[src/rtl/world_map_pkg.sv]
// Shared types for the world-map ROM arbiter: map geometry, return-tag layout and FSM states.
package world_map_pkg;

    localparam int MAP_ADDR_W = 14;
    localparam int MAP_DATA_W = 2;
    localparam int SNS_ID_W   = 3;

    typedef enum logic [1:0] {
        OWN_NONE = 2'd0,
        OWN_VID  = 2'd1,
        OWN_SNS  = 2'd2
    } owner_t;

    // stolen marks a sensor read that displaced a video request; video still gets a (stalled) return
    typedef struct packed {
        owner_t                owner;
        logic [SNS_ID_W-1:0]   sns_id;
        logic                  stolen;
    } ret_tag_t;

    typedef enum logic {
        ST_NORMAL = 1'b0,
        ST_FORCE  = 1'b1
    } arb_state_t;

endpackage

[src/rtl/world_map_arbiter_rr_arbiter.sv]
// Combinational round-robin picker: first requester at or after ptr (wrapping) wins.
module rr_arbiter #(
    parameter int NUM_REQ = 4,
    parameter int PTR_W   = 3
) (
    input  logic [NUM_REQ-1:0] req,
    input  logic [PTR_W-1:0]   ptr,
    output logic [NUM_REQ-1:0] gnt
);
    logic found;

    always_comb begin
        gnt   = '0;
        found = 1'b0;
        for (int k = 0; k < NUM_REQ; k++) begin
            for (int i = 0; i < NUM_REQ; i++) begin
                if (!found && req[i] && (i == (int'(ptr) + k) % NUM_REQ)) begin
                    gnt[i] = 1'b1;
                    found  = 1'b1;
                end
            end
        end
    end

endmodule

[src/rtl/world_map_arbiter.sv]
// Shares the single-port world-map ROM between the video path and NUM_SNS sensors; video wins
// unless a sensor has been refused MAX_WAIT cycles, in which case one video slot is stolen.
module world_map_arbiter
    import world_map_pkg::*;
#(
    parameter int NUM_SNS  = 4,
    parameter int ROM_LAT  = 1,
    parameter int MAX_WAIT = 16
) (
    input  logic                          clk,
    input  logic                          reset_n,
    input  logic                          vid_req,
    input  logic [MAP_ADDR_W-1:0]         vid_addr,
    output logic [MAP_DATA_W-1:0]         vid_data,
    output logic                          vid_dvalid,
    output logic                          vid_stall,
    input  logic [NUM_SNS-1:0]            sns_req,
    input  logic [NUM_SNS*MAP_ADDR_W-1:0] sns_addr,
    output logic [NUM_SNS-1:0]            sns_gnt,
    output logic [MAP_DATA_W-1:0]         sns_data,
    output logic [NUM_SNS-1:0]            sns_dvalid,
    output logic [MAP_ADDR_W-1:0]         rom_addr,
    input  logic [MAP_DATA_W-1:0]         rom_data
);
    localparam int                  WAIT_W   = $clog2(MAX_WAIT + 1);
    localparam logic [WAIT_W-1:0]   WAIT_MAX = WAIT_W'(MAX_WAIT);
    localparam logic [SNS_ID_W-1:0] LAST_ID  = SNS_ID_W'(NUM_SNS - 1);

    arb_state_t            state_q, state_d;
    logic [SNS_ID_W-1:0]   ptr_q, ptr_d;
    logic [WAIT_W-1:0]     wait_q, wait_d;
    logic [MAP_ADDR_W-1:0] rom_addr_q, rom_addr_d;
    logic [NUM_SNS-1:0]    sns_gnt_q, sns_gnt_d;
    logic [MAP_DATA_W-1:0] vid_hold_q, vid_hold_d;
    ret_tag_t              tag_q [0:ROM_LAT];
    ret_tag_t              tag_d [0:ROM_LAT];
    ret_tag_t              ret_tag;

    logic [NUM_SNS-1:0]    rr_gnt;
    logic [SNS_ID_W-1:0]   sel_id;
    logic [MAP_ADDR_W-1:0] sel_addr;
    logic                  any_sns;
    logic                  force_slot;
    logic                  sns_win;

    rr_arbiter #(
        .NUM_REQ (NUM_SNS),
        .PTR_W   (SNS_ID_W)
    ) u_rr (
        .req (sns_req),
        .ptr (ptr_q),
        .gnt (rr_gnt)
    );

    always_comb begin
        sel_id   = '0;
        sel_addr = '0;
        for (int i = 0; i < NUM_SNS; i++) begin
            if (rr_gnt[i]) begin
                sel_id   = SNS_ID_W'(i);
                sel_addr = sns_addr[i*MAP_ADDR_W +: MAP_ADDR_W];
            end
        end
    end

    always_comb begin
        any_sns    = |sns_req;
        force_slot = (state_q == ST_FORCE) && any_sns;
        sns_win    = force_slot || (!vid_req && any_sns);
        rom_addr_d = rom_addr_q;
        sns_gnt_d  = '0;
        ptr_d      = ptr_q;
        tag_d[0]   = '0;
        if (sns_win) begin
            rom_addr_d       = sel_addr;
            sns_gnt_d        = rr_gnt;
            ptr_d            = (sel_id == LAST_ID) ? '0 : sel_id + 1'b1;
            tag_d[0].owner   = OWN_SNS;
            tag_d[0].sns_id  = sel_id;
            tag_d[0].stolen  = vid_req;
        end else if (vid_req) begin
            rom_addr_d     = vid_addr;
            tag_d[0].owner = OWN_VID;
        end
        for (int k = 1; k <= ROM_LAT; k++) begin
            tag_d[k] = tag_q[k-1];
        end

        // Counter tracks consecutive refusals of any pending sensor request
        if (!any_sns || sns_win) begin
            wait_d = '0;
        end else if (wait_q != WAIT_MAX) begin
            wait_d = wait_q + 1'b1;
        end else begin
            wait_d = wait_q;
        end

        state_d = state_q;
        case (state_q)
            ST_NORMAL: if (wait_d == WAIT_MAX) state_d = ST_FORCE;
            ST_FORCE:  state_d = ST_NORMAL;
            default:   state_d = ST_NORMAL;
        endcase
    end

    // Return side: the last tag stage lines up with rom_data
    always_comb begin
        ret_tag    = tag_q[ROM_LAT];
        vid_dvalid = (ret_tag.owner == OWN_VID) || ret_tag.stolen;
        vid_stall  = ret_tag.stolen;
        vid_data   = (ret_tag.owner == OWN_VID) ? rom_data : vid_hold_q;
        vid_hold_d = vid_data;
        sns_data   = (ret_tag.owner == OWN_SNS) ? rom_data : '0;
    end

    for (genvar gi = 0; gi < NUM_SNS; gi++) begin : g_dvalid
        assign sns_dvalid[gi] = (ret_tag.owner == OWN_SNS) && (ret_tag.sns_id == SNS_ID_W'(gi));
    end

    assign rom_addr = rom_addr_q;
    assign sns_gnt  = sns_gnt_q;

    always_ff @(posedge clk or negedge reset_n) begin
        if (!reset_n) begin
            state_q    <= ST_NORMAL;
            ptr_q      <= '0;
            wait_q     <= '0;
            rom_addr_q <= '0;
            sns_gnt_q  <= '0;
            vid_hold_q <= '0;
            for (int k = 0; k <= ROM_LAT; k++) begin
                tag_q[k] <= '0;
            end
        end else begin
            state_q    <= state_d;
            ptr_q      <= ptr_d;
            wait_q     <= wait_d;
            rom_addr_q <= rom_addr_d;
            sns_gnt_q  <= sns_gnt_d;
            vid_hold_q <= vid_hold_d;
            for (int k = 0; k <= ROM_LAT; k++) begin
                tag_q[k] <= tag_d[k];
            end
        end
    end

endmodule

[config.mk]
export PLATFORM = sky130hd
export DESIGN_NAME = world_map_arbiter
export DESIGN_NICKNAME = d
export VERILOG_FILES = /design/src/rtl/world_map_pkg.sv /design/src/rtl/world_map_arbiter_rr_arbiter.sv /design/src/rtl/world_map_arbiter.sv
export SDC_FILE = /design/constraint.sdc
export NUM_CORES = 1
export LEC_CHECK = 0
export CORE_MARGIN = 10
export CORE_UTILIZATION = 36
export DETAILED_ROUTE_END_ITERATION = 8
export GPL_ROUTABILITY_DRIVEN = 0
export PLACE_DENSITY = 0.76
export SETUP_SLACK_MARGIN = 0.4
export SYNTH_ARGS = -nofsm -noshare
export SYNTH_HDL_FRONTEND = slang
export SYNTH_SLANG_ARGS = --single-unit
[constraint.sdc]
create_clock -name clk -period 1.8 [get_ports clk]
set_input_delay 0.18 -clock clk [delete_from_list [all_inputs] [get_ports clk]]
set_output_delay 0.18 -clock clk [all_outputs]
set_load 0.02 [all_outputs]
==> run_results.csv <==
group,metric,value,unit
yosys,syn_nets,300,
floorplanning,fp.dieW,97.0,um
timing,rsz0062_at_grt,"true",
timing,finalSetupViolations,0,
worst_setup_path,endpoint_kind,"flop",
clock_network,root_buffer,"clkbuf_8",
timing,max_freq,586,MHz
floorplanning,pin_count,107,
placed_design,placed_area,3430,sq um
timing,worst_slack,94.2,ps
yosys,ys_types,43,
power,leakage,1.65,nW
grt,antenna_found_initial,0,
timing,tightest_slew,373,ps
yosys,ys_seq_area_share,44.5,%
worst_setup_path,critPathMaxFanout,9,
timing,finalCriticalPeriod,1710,ps
timing,finalHoldWorstSlack,330,ps
grt,gr-total-overflow,0,
grt,grt.total_usage,16.1,%
outcome,status,"finished, final reports clean",
grt,use_met3,4.41,%
placed_design,hpwlAfterDp,5.91,mm
floorplanning,core,5850,sq um
grt,grt_pass1_vias,2375,
placed_design,io_buffers,106,
worst_setup_path,rrSetupSlack,90,ps
floorplanning,start_util,36.5,%
worst_setup_path,cp-start-kind,"flop",
floorplanning,die_y,97.0,um
final_layout,final_area,3810,sq um
grt,met1_usage,19.1,%
floorplanning,rows,28,
timing,fin_skew,6.96,ps
clock_network,clock_latency,290,ps
placed_design,pre_cts_ws,-331,ps
worst_setup_path,r2r-end,"tag_d[1]",
grt,top_usage_layer,"met2",
grt,use_met2,28.1,%
worst_setup_path,critical_path.top_delay_family,"simple AND/OR/NAND/NOR gates",
clock_network,htree_levels,2,
grt,grt_pass1_wl,12.8,mm
hold_path,min_path_type,"input pin to asynchronous set/reset pin",
routing,drc,0,
worst_setup_path,cp.arrival,1880,ps
clock_network,clock-sinks,38,
routing,wl,7.99,mm
final_layout,n_antenna_cell,0,
yosys,ys.flop_type,"dfrtp_1",
worst_setup_path,r2r_cells,6,
worst_setup_path,r2r-start,"ptr_q[1]",
clock_network,cts.path.max_buffers,2,
timing,slew_headroom,75.1,%
clock_network,clk_pin_slew,80,ps
floorplanning,die_area,9420,sq um
final_layout,drive_above_1_share,29.8,%
routing,ant_nets,0,
worst_setup_path,cp_slowest_cell,"dfrtp_2",
worst_setup_path,cp_slowest_stage_delay,470,ps
worst_setup_path,critical_path_class,"flop to flop",
power,powerDensity,733,nW/um^2
timing,hold_viol,0,
worst_setup_path,crit_chain,"nand2b_1 > a21oi_2 > or2_4 > nor2_4 > buf_12 > or2_2",
yosys,syn_inst,219,
job,cap_violations,0,
timing,layout_worst_path_cycle_share,94.8,%
clock_network,cts_buffers,5,
yosys,yosys_register_bits,38,
yosys,synth-edff-count,0,
yosys,avgSynthCellArea,9.76,sq um
routing,detail_route.vias_per_cell,5.24,
timing,slew_viol_final,0,
routing,wl_per_cell,18.3,um
final_layout,nNetsFinal,442,
routing,dr.pass1.iters,4,
clock_network,cts_tree,"yes",
routing,vias,2289,
yosys,synth_area,2140,sq um
final_layout,final_util,65.1,%
final_layout,syn2layout_area_growth,78.3,%
yosys,async_flop_share,100,%
routing,drt_iter0_drc,176,
power,ir_drop,534,uV
grt,grt_max_degree,17,
yosys,yosysWarnings,0,
worst_setup_path,crit_buf_inv,1,
worst_setup_path,required,1970,ps
cells by family after synthesis:
logic type               Yosys count  share of synthesized area [%]
AO/OA/AOI/OAI                     65                           25.3
XOR/XNOR                           3                           1.23
flip-flops                        38                           44.5
multiplexers                       3                           1.58
adder cells (fa/ha/maj)            2                           1.17
buffers and inverters             26                           6.73
AND/OR/NAND/NOR                   82                           19.5
worst max-delay path by stage:
stage                from  cells after the start  slack, ps      endpoint
3_5_place_dp   sns_req[0]                      7       -330   rom_addr[2]
3_3_place_gp   sns_req[0]                      7       -250   rom_addr[4]
5_1_grt          ptr_q[1]                      6         40  rom_addr[10]
2_1_floorplan    ptr_q[1]                      7         70  rom_addr[11]
6_report         ptr_q[1]                      6         90      tag_d[1]
4_1_cts          ptr_q[1]                      5        150   rom_addr[2]
what timing repair did:
item	in CTS	in global routing
setup buffers	11	5
pin swaps	13	9
setup endpoints to repair	52	32
resized for setup	85	35
hold buffers	1	0
hold endpoints to repair	14	0
metal layers:
layer	share of wire (%)	vias to the layer above	wire, um
li1	-	1091	-
met1	40	1086	3220
met2	51	102	4090
met3	7.2	10	579
met4	1.2	0	95
met5	0	-	0
cell usage in the layout, fill, tap and decap left out, types with 2 or more instances in the layout:
cell type        synthesis  final
clkdlybuf4s50_1          0     73
dfrtp_1                 38     35
buf_4                    0     29
nand2_1                 25     24
dlygate4sd2_1            0     23
buf_6                    5     17
o21ai_0                 20     15
nor3_1                  12     12
inv_1                   12     11
a221oi_2                 6     11
nand3_1                  9      9
nor2_1                   9      8
o22ai_1                  7      7
o22a_1                   7      7
clkbuf_8                 0      6
o21ai_1                  0      5
nand2b_4                 0      4
a311oi_2                 0      4
nand2b_1                 7      3
and2_4                   1      3
a311oi_1                 7      3
dfrtp_2                  0      3
inv_2                    1      2
a221oi_4                 1      2
o21ai_4                  2      2
a21oi_1                  3      2
a21oi_2                  1      2
nor2_4                   0      2
xor2_1                   2      2
mux2_4                   0      2
a221oi_1                 8      2
ha_1                     2      2
buf_12                   0      2
per-stage QoR:
step | setup TNS (ps) | instances | power (mW)
floorplan | 0 | 219 | 1.57
global placement | -3590 | 412 | 2.06
detailed placement | -4570 | 412 | 2.08
CTS | 0 | 432 | 2.72
global route | 0 | 437 | 2.94
finish | 0 | 437 | 2.79
cells in the mapped netlist (3+ instances only):
library cell / count / area share (%)
dfrtp_1: 38 / 44
nand2_1: 25 / 4.4
o21ai_0: 20 / 4.7
inv_1: 12 / 2.1
nor3_1: 12 / 2.8
nand3_1: 9 / 2.1
nor2_1: 9 / 1.6
a221oi_1: 8 / 3.3
a311oi_1: 7 / 2.9
nand2b_1: 7 / 2.0
o22a_1: 7 / 2.9
o22ai_1: 7 / 2.0
a221oi_2: 6 / 4.2
buf_2: 5 / 1.2
buf_6: 5 / 2.6
a21oi_1: 3 / 0.70
and2_1: 3 / 0.88
mux2_2: 3 / 1.6
area by class of cell:
| type | count | area [sq um] |
|---|---|---|
| Clock buffer | 6 | 82.6 |
| Clock inverter | 2 | 12.5 |
| Fill cell | 479 | 2040 |
| Inverter | 15 | 58.8 |
| Multi-Input combinational cell | 155 | 1210 |
| Sequential cell | 38 | 955 |
| Tap cell | 75 | 93.8 |
| Timing Repair Buffer | 146 | 1400 |
report_power, final:
| group | internal [mW] | switching (mW) |
|---|---|---|
| Clock | 0.308 | 0.307 |
| Sequential | 0.961 | 0.0764 |
| Combinational | 0.596 | 0.542 |
flip-flops by register name (all words and copies together), names as in the netlist:
register and count:
rom_addr 14, tag_d 5, wait_q 5, ret_tag 4, sns_gnt 4, ptr_q 2
vid_hold_q 2, state_q 1, vid_stall 1
No activity file was read; power rests on OpenSTA's default activity.
